===== src/rtl/vote_collector.sv =====
// Timed four-voter ballot collector with a valid/ready ballot output.
// Optional build macro VOTE_LOCK_EN makes each voter's first accepted cast final.
module vote_collector #(
  parameter int WINDOW_CYCLES = 1000,
  parameter int TMR_W         = 16
) (
  input  logic       clk,
  input  logic       rst_n,
  input  logic       start,
  input  logic [3:0] vote_yes,
  input  logic [3:0] vote_no,
  input  logic       ballot_ready,
  output logic [3:0] ballot,
  output logic       ballot_valid,
  output logic [3:0] cast_mask,
  output logic       busy,
  output logic       timed_out
);

  localparam logic [1:0]       ST_IDLE  = 2'd0;
  localparam logic [1:0]       ST_OPEN  = 2'd1;
  localparam logic [1:0]       ST_DONE  = 2'd2;
  localparam logic [TMR_W-1:0] TMR_LOAD = TMR_W'(WINDOW_CYCLES - 1);
  localparam logic [TMR_W-1:0] TMR_ONE  = TMR_W'(1);
  localparam logic [TMR_W-1:0] TMR_ZERO = TMR_W'(0);

  logic [1:0]       state_r;
  logic [TMR_W-1:0] timer_r;
  logic [3:0]       yes_acc_s;
  logic [3:0]       no_acc_s;
  logic [3:0]       next_mask_s;
  logic [3:0]       next_ballot_s;
  logic             all_cast_s;

  // Accepted casts this cycle and the resulting mask/ballot; a yes+no collision is dropped.
  always_comb begin
    yes_acc_s     = 4'b0000;
    no_acc_s      = 4'b0000;
    next_mask_s   = cast_mask;
    next_ballot_s = ballot;
    all_cast_s    = 1'b0;
`ifdef VOTE_LOCK_EN
    yes_acc_s = vote_yes & ~vote_no & ~cast_mask;
    no_acc_s  = vote_no & ~vote_yes & ~cast_mask;
`else
    yes_acc_s = vote_yes & ~vote_no;
    no_acc_s  = vote_no & ~vote_yes;
`endif
    next_mask_s   = cast_mask | yes_acc_s | no_acc_s;
    next_ballot_s = (ballot | yes_acc_s) & ~no_acc_s;
    if (next_mask_s == 4'b1111) begin
      all_cast_s = 1'b1;
    end else begin
      all_cast_s = 1'b0;
    end
  end

  // Session FSM, window timer and all registered outputs.
  always_ff @(posedge clk or negedge rst_n) begin
    if (!rst_n) begin
      state_r      <= ST_IDLE;
      timer_r      <= TMR_ZERO;
      ballot       <= 4'b0000;
      cast_mask    <= 4'b0000;
      ballot_valid <= 1'b0;
      busy         <= 1'b0;
      timed_out    <= 1'b0;
    end else begin
      case (state_r)
        ST_IDLE: begin
          if (start) begin
            state_r   <= ST_OPEN;
            busy      <= 1'b1;
            ballot    <= 4'b0000;
            cast_mask <= 4'b0000;
            timed_out <= 1'b0;
            timer_r   <= TMR_LOAD;
          end
        end
        ST_OPEN: begin
          ballot    <= next_ballot_s;
          cast_mask <= next_mask_s;
          // A full mask wins over expiry on the same final cycle.
          if (all_cast_s) begin
            state_r      <= ST_DONE;
            ballot_valid <= 1'b1;
            timed_out    <= 1'b0;
          end else if (timer_r == TMR_ZERO) begin
            state_r      <= ST_DONE;
            ballot_valid <= 1'b1;
            timed_out    <= 1'b1;
          end else begin
            timer_r <= timer_r - TMR_ONE;
          end
        end
        ST_DONE: begin
          if (ballot_ready) begin
            state_r      <= ST_IDLE;
            ballot_valid <= 1'b0;
            busy         <= 1'b0;
          end
        end
        default: begin
          state_r      <= ST_IDLE;
          ballot_valid <= 1'b0;
          busy         <= 1'b0;
        end
      endcase
    end
  end

endmodule


===== config.mk =====
export PLATFORM = sky130hd
export DESIGN_NAME = vote_collector
export DESIGN_NICKNAME = d
export VERILOG_FILES = /design/src/rtl/vote_collector.sv
export SDC_FILE = /design/constraint.sdc
export NUM_CORES = 1
export LEC_CHECK = 0
export ABC_CLOCK_PERIOD_IN_PS = 4200
export BUFFER_PORTS_ARGS = -buffer_cell sky130_fd_sc_hd__buf_4
export CELL_PAD_IN_SITES_DETAIL_PLACEMENT = 0
export CELL_PAD_IN_SITES_GLOBAL_PLACEMENT = 1
export CORE_MARGIN = 2
export CORE_UTILIZATION = 46
export DETAILED_ROUTE_END_ITERATION = 6
export GPL_TIMING_DRIVEN = 0
export PLACE_DENSITY_LB_ADDON = 0.08
export SLEW_MARGIN = 30
export SYNTH_ARGS = -nofsm -noshare
export SYNTH_HDL_FRONTEND = slang
export SYNTH_SLANG_ARGS = --single-unit
export TNS_END_PERCENT = 30

===== constraint.sdc =====
create_clock -name clk -period 4.2 [get_ports clk]
set_clock_uncertainty 0.1 [all_clocks]
set_input_delay 0 -clock clk [delete_from_list [all_inputs] [get_ports clk]]
set_output_delay 0 -clock clk [all_outputs]
set_load 0.01 [all_outputs]

==> results of run 1 <==
## per-stage QoR
step	cell area [um^2]	std cells	worst slack, ns	hold WS (ns)	utilization [%]
after detailed placement	1750	229	1.50	-0.155	56.5
after floorplan	1530	163	1.69	-0.396	-
after global placement	1750	229	1.54	-0.157	56.5
after global routing	1950	250	1.28	0.0725	62.8
after CTS	1950	250	1.45	0.0255	62.8
final	1950	250	1.40	0.0385	62.8
## cells in the final DEF (no fill, tap or decap), drive strengths merged, types with 2 or more instances in the layout
master       count
o22ai            2
a21oi           15
nand2b           3
or4              6
nor4             2
or3             10
nand3            2
clkbuf          13
a22o             4
o21ai           16
o311ai           2
o211ai           2
nand2            6
xor2             4
inv              5
nor2            14
mux2i            4
dfrtp           29
or3b             2
o31ai            8
dlygate4sd3     14
buf             23
nor3             4
or2              7
## metal layers
| layer | track usage (%) | up-vias | share of wire [%] |
|---|---|---|---|
| met2 | 38.9 | 40 | 50 |
| met3 | 6.42 | 6 | 4.4 |
| met5 | 0 | - | 0 |
| met4 | 6.99 | 0 | 1.1 |
| met1 | 29.3 | 690 | 45 |
| li1 | - | 686 | - |
## cell families (layout without fill, tap and decap cells)
family                   after synthesis  in the layout  share of synthesized area (%)
buffers and inverters                 13             56                           3.26
XOR/XNOR                               4              4                           2.29
adder cells (fa/ha/maj)                1              1                          0.816
flip-flops                            29             29                           47.3
multiplexers                           4              4                           2.61
AND/OR/NAND/NOR                       59             59                           22.5
AO/OA/AOI/OAI                         53             53                           21.1
## sequential cells by signal, indices dropped and copies added (netlist names)
register	flops
timer_r	16
ballot	4
state_r	2
cast_mask	4
busy	1
ballot_valid	1
timed_out	1
## final cells by class
type / instances / area [um^2] / area share (%)
Multi-Input combinational cell: 121 / 757 / 38.9
Sequential cell: 29 / 726 / 37.3
Timing Repair Buffer: 36 / 305 / 15.7
Clock buffer: 7 / 55.1 / 2.83
Tap cell: 44 / 55.1 / 2.83
Buffer: 7 / 27.5 / 1.41
Inverter: 6 / 22.5 / 1.16
## path summary, 6_finish.rpt
check	start	endpoint	slack, ns	cells after the start
max	timer_r[0]$_DFFE_PN0P_	timer_r[8]$_DFFE_PN0P_	1.40	8
min	rst_n	ballot[3]$_DFFE_PN0P_	0.04	2
max reg2reg	timer_r[0]$_DFFE_PN0P_	timer_r[8]$_DFFE_PN0P_	1.40	8
min reg2reg	timer_r[3]$_DFFE_PN0P_	timer_r[3]$_DFFE_PN0P_	0.40	1
max in group asynchronous	rst_n	state_r[0]$_DFFE_PN0P_	3.66	2
min in group clk	start	cast_mask[3]$_DFFE_PN0P_	0.08	4
## critical path: stages (launching register included)
cell and delay (ns):
dfrtp_1 0.41, inv_1 0.09, ha_1 0.17, or3b_2 0.44, clkbuf_1 0.19, or4_4 0.49
o21ai_0 0.25, nor3_1 0.08, or3b_2 0.44
## synthesized netlist by cell type
library cell / instances
nor2_1: 13
o22ai_1: 2
nor4_1: 2
ha_1: 1
a22o_1: 4
o211ai_1: 2
nor2_2: 1
clkbuf_1: 6
or4_1: 4
dfrtp_1: 29
nor4b_1: 1
xor2_1: 4
a31oi_1: 1
o311ai_0: 2
o21bai_1: 1
mux2i_1: 4
a21oi_1: 15
or3_1: 10
nand2b_4: 1
buf_2: 1
or4_4: 2
nor2b_1: 1
or3b_2: 2
o31ai_1: 8
nor3b_1: 1
o21ai_0: 16
nor3_1: 4
a211oi_1: 1
nand3_1: 2
clkinv_1: 1
or2_2: 7
a21o_1: 1
inv_1: 5
nand2_1: 6
nand2b_1: 2
## what timing repair did
item	4_1_cts	5_1_grt
gates resized for setup	0	0
endpoints found under the setup margin	0	0
hold endpoints to repair	40	0
hold buffers	14	0
## power groups by stage
| stage | logic [mW] | clock network [mW] | registers (mW) |
|---|---|---|---|
| after global routing | 0.490 | 0.196 | 0.427 |
| after global placement | 0.401 | 0 | 0.415 |
| after detailed placement | 0.412 | 0 | 0.418 |
| after floorplan | 0.234 | 0 | 0.424 |
| final | 0.437 | 0.176 | 0.414 |
| after CTS | 0.440 | 0.179 | 0.413 |
==> metrics.md, run 1 <==
| Metric | Value |
|---|---|
| Final Cycle Share | 66.6% |
| Die Y | 61.7 um |
| Synth-to-layout area growth | 27.1% |
| Antenna viol nets, final | 0 |
| Switching Fraction | 40.6% |
| Clk pin slew, worst setup/hold paths | 0.09 ns |
| Largest net degree at the start of global routing | 30 |
| Sequential Power Share | 40.3% |
| RSZ-0062 raised after global routing | no |
| Net Switching | 0.417 mW |
| Run status | finished, final reports clean |
| Core area | 3100 um^2 |
| Site Rows | 20 |
| Fill count | 294 |
| Initial DRT Pass Iterations | 4 |
| Clk pwr share | 17.1% |
| Critical path arrival | 2.91 ns |
| Synth area leader | dfrtp_1 |
| CTS max path bufs | 2 |
| Root Driver | clkbuf_4 |
| CTS tree | built |
| Sequential share of the synthesized area | 47.3% |
| Mapped Cells | 163 |
| Routed WL | 3.81 mm |
| DRC | 0 |
| Leak | 0.819 nW |
| I/O Pins | 23 |
| Final hold violations | 0 |
| CTS sink count | 29 |
| Tot Pwr | 1.03 mW |
| Worst-Skew Late Latency | 0.34 ns |
| Least-Margin Pin Slew | 0.618 ns |
| Post-synth cell types | 35 |
| H-tree level count | 2 |
| Comb power frac | 42.6% |
| CTS buffer count | 5 |
| MaxCap Viol Count | 0 |
| Post-layout min period | 2.80 ns |
| WL/cell | 15.2 um |
| Vias in the first global route | 1414 |
| TNS Setup | 0 ns |
| Synth top area share | 47.3% |
| GRT overflow | 0 |
| Max FO, Critical Path | 7 |
| # setup viols final | 0 |
| Min-Delay Path Class | in -> async |
| PwrDens | 527 nW/um^2 |
| WP data required | 4.32 ns |
| Initial antenna violation count | 0 |
| Layout cells sized above 1 | 20.4% |
| Avg Inst Size Synth | 9.40 um^2 |
| Worst Setup End Kind | register |
| First-pass GRT wire length | 6.33 mm |
| Die width | 61.7 um |
| Port-buffer cells | 22 |
| Syn. warnings | 0 |
| Drt initial violations | 60 |
| Starting Density | 49.4% |
| Peak Freq | 0.358 GHz |
| Post-CTS Setup Inserts | 0 |
| Routed vias | 1422 |
| GPL Wtd Cong | 0.839 |
| Max-slew violation count | 0 |
| Worst IR Drop VDD | 294 uV |
| Antenna Cells | 0 |
| Via/cell ratio | 5.69 |
| P_int | 0.610 mW |
| Critical Path Source Type | register |
| Syn_nets | 176 |
| # nets final | 219 |
| Rel. slew slack | 58.4% |
| #FFs+latches synth | 29 |
| Area contributors post-synth | dfrtp_1 47%, o21ai_0 5.2%, a21oi_1 4.9% |
| Setup CP Type | reg -> reg |
| Die footprint | 3810 um^2 |
| Cell area after synthesis | 1530 um^2 |
| Post-DP HPWL | 2.46 mm |
| GRT Total Usage | 23.2% |
Note: power is estimated with default switching activity, not from simulation.
==> run 2: changes to the inputs <==
--- a/config.mk
+++ b/config.mk
@@ -5,12 +5,12 @@
 export SDC_FILE = /design/constraint.sdc
 export NUM_CORES = 1
 export LEC_CHECK = 0
-export ABC_CLOCK_PERIOD_IN_PS = 4200
+export ABC_CLOCK_PERIOD_IN_PS = 2570
 export BUFFER_PORTS_ARGS = -buffer_cell sky130_fd_sc_hd__buf_4
 export CELL_PAD_IN_SITES_DETAIL_PLACEMENT = 0
 export CELL_PAD_IN_SITES_GLOBAL_PLACEMENT = 1
 export CORE_MARGIN = 2
-export CORE_UTILIZATION = 46
+export CORE_UTILIZATION = 38
 export DETAILED_ROUTE_END_ITERATION = 6
 export GPL_TIMING_DRIVEN = 0
 export PLACE_DENSITY_LB_ADDON = 0.08
==> constraint.sdc (replaced) <==
create_clock -name clk -period 2.57 [get_ports clk]
set_clock_uncertainty 0.1 [all_clocks]
set_input_delay 0 -clock clk [delete_from_list [all_inputs] [get_ports clk]]
set_output_delay 0 -clock clk [all_outputs]
set_load 0.01 [all_outputs]
==> metrics.md, run 2 (synthesis results as in run 1) <==
| Metric | Value |
|---|---|
| Worst Setup End Kind | register (unchanged) |
| Rel. slew slack | 56.9% (was 58.4%) |
| Run status | finished, final reports clean (unchanged) |
| Worst-Skew Late Latency | 0.28 ns (was 0.34 ns) |
| Antenna Cells | 0 (unchanged) |
| RSZ-0062 raised after global routing | yes (was no) |
| Die footprint | 4560 um^2 (was 3810 um^2) |
| Clk pin slew, worst setup/hold paths | 0.06 ns (was 0.09 ns) |
| Placed cell count | 235 (was 229) |
| CTS max path bufs | 2 (unchanged) |
| Largest Register | timer_r (unchanged) |
| Starting Density | 38.9% (was 49.4%) |
| Critical Path Source Type | register (unchanged) |
| WP data required | 2.62 ns (was 4.32 ns) |
| Fill count | 377 (was 294) |
| Most common cell after layout, fill and taps aside | dfrtp_1 (unchanged) |
| Max reg flops | 16 (unchanged) |
| Synth-to-layout area growth | 26.0% (was 27.1%) |
| Port-buffer cells | 22 (unchanged) |
| Routed WL | 3.74 mm (was 3.81 mm) |
| WL/cell | 15.1 um (was 15.2 um) |
| Reg area | 726 um^2 (unchanged) |
| CTS tree | built (unchanged) |
| Via/cell ratio | 5.54 (was 5.69) |
| Routed vias | 1374 (was 1422) |
| Vias in the first global route | 1313 (was 1414) |
| H-tree level count | 2 (unchanged) |
| Least-Margin Pin Slew | 0.640 ns (was 0.618 ns) |
| Root Driver | clkbuf_8 (was clkbuf_4) |
| Fin Hold WS | 0.00969 ns (was 0.0385 ns) |
| CTS buffer count | 5 (unchanged) |
| Post-DP HPWL | 2.61 mm (was 2.46 mm) |
| Min-Delay Path Class | in -> reg (was in -> async) |
| Die Y | 67.5 um (was 61.7 um) |
| Non-Filler Instances | 248 (was 250) |
| Drt initial violations | 115 (was 60) |
| GRT Total Usage | 18.8% (was 23.2%) |
| Initial antenna violation count | 0 (unchanged) |
| Most frequent cells in the layout | 29 x dfrtp_1, 23 x buf_4, 15 x a21oi_1, 14 x o21ai_0, 13 x nor2_1 (was 29 x dfrtp_1, 22 x buf_4, 16 x o21ai_0, 15 x a21oi_1, 14 x dlygate4sd3_1) |
| Final Cycle Share | 96.3% (was 66.6%) |
| # setup viols final | 0 (unchanged) |
| Layout cells sized above 1 | 22.7% (was 20.4%) |
| First-pass GRT wire length | 6.20 mm (was 6.33 mm) |
| I/O Pins | 23 (unchanged) |
| Final hold violations | 0 (unchanged) |
| PwrDens | 917 nW/um^2 (was 527 nW/um^2) |
| Leak | 0.811 nW (was 0.819 nW) |
| Post-layout min period | 2.48 ns (was 2.80 ns) |
| Largest net degree at the start of global routing | 30 (unchanged) |
| Max-slew violation count | 0 (unchanged) |
| Final core occ | 49.0% (was 62.8%) |
| Critical path arrival | 2.53 ns (was 2.91 ns) |
| Site Rows | 23 (was 20) |
| CTS sink count | 29 (unchanged) |
| Initial DRT Pass Iterations | 4 (unchanged) |
| Largest regs | timer_r x16, ballot x4, cast_mask x4 (unchanged) |
| GPL Wtd Cong | 0.735 (was 0.839) |
| # nets final | 210 (was 219) |
| Core area | 3940 um^2 (was 3100 um^2) |
| Peak Freq | 0.404 GHz (was 0.358 GHz) |
| GRT overflow | 0 (unchanged) |
| Area of the multi-input gates | 759 um^2 (was 757 um^2) |
| Setup CP Type | reg -> reg (unchanged) |
| Die width | 67.5 um (was 61.7 um) |
| Antenna viol nets, final | 0 (unchanged) |
| MaxCap Viol Count | 0 (unchanged) |
| DRC | 0 (unchanged) |
| Max FO, Critical Path | 7 (unchanged) |
| Worst IR Drop VDD | 477 uV (was 294 uV) |
## run 2: layout make-up
| type | count | share of cell area [%] |
|---|---|---|
| tap | 50 | 3.24 |
| clock buffer | 7 | 4.99 |
| multi-input combinational | 121 | 39.3 |
| inverter | 6 | 1.17 |
| buffer | 5 | 1.23 |
| clock inverter | 1 | 0.259 |
| timing repair buffer | 29 | 12.2 |
| sequential | 29 | 37.6 |
## run 2: per-stage QoR
step           setup slack, ns  power, mW  area (um^2)   TNS, ns
5_1_grt               -0.00628       1.92         1930  -0.00874
3_5_place_dp            -0.137       1.36         1760     -1.09
6_report                0.0947       1.77         1930         0
3_3_place_gp            -0.134       1.34         1760     -1.12
4_1_cts                0.00590       1.79         1930         0
2_1_floorplan           0.0553       1.07         1530         0
## run 2: final timing paths
check | cells past startpoint | from | slack, ns | end
hold reg to reg | 1 | timer_r[5]$_DFFE_PN0P_ | 0.39 | timer_r[5]$_DFFE_PN0P_
hold / removal | 3 | vote_no[2] | 0.01 | ballot[2]$_DFFE_PN0P_
setup / recovery | 7 | timer_r[0]$_DFFE_PN0P_ | 0.09 | timer_r[8]$_DFFE_PN0P_
setup reg to reg | 7 | timer_r[0]$_DFFE_PN0P_ | 0.09 | timer_r[8]$_DFFE_PN0P_
min in group asynchronous | 2 | rst_n | 0.08 | timer_r[10]$_DFFE_PN0P_
max in group asynchronous | 2 | rst_n | 2.01 | state_r[1]$_DFFE_PN0P_
## run 2: power by group
part           switching [mW]  leakage [nW]  internal, mW
registers               0.112         0.347         0.567
clock network           0.181        0.0542         0.242
logic                   0.396         0.410         0.271
## run 2: layer usage
layer,vias up,track usage (%),wire [um]
met3,7,6.00,138
met4,0,6.89,72
met2,27,33.0,1910
met5,-,0,0
li1,668,-,-
met1,672,21.3,1620
## run 2: repair_timing
item / 4_1_cts / 5_1_grt
gates resized for setup: 3 / 3
hold buffers: 7 / 0
setup buffers: 0 / 0
hold endpoints to repair: 36 / 0
endpoints found under the setup margin: 14 / 11
## run 2: worst max-delay path: stages, from the launching register on
cell	delay, ns
dfrtp_1	0.41
inv_1	0.08
ha_1	0.16
or3b_4	0.42
or4_4	0.48
o21ai_1	0.17
nor3_1	0.06
or3b_2	0.46
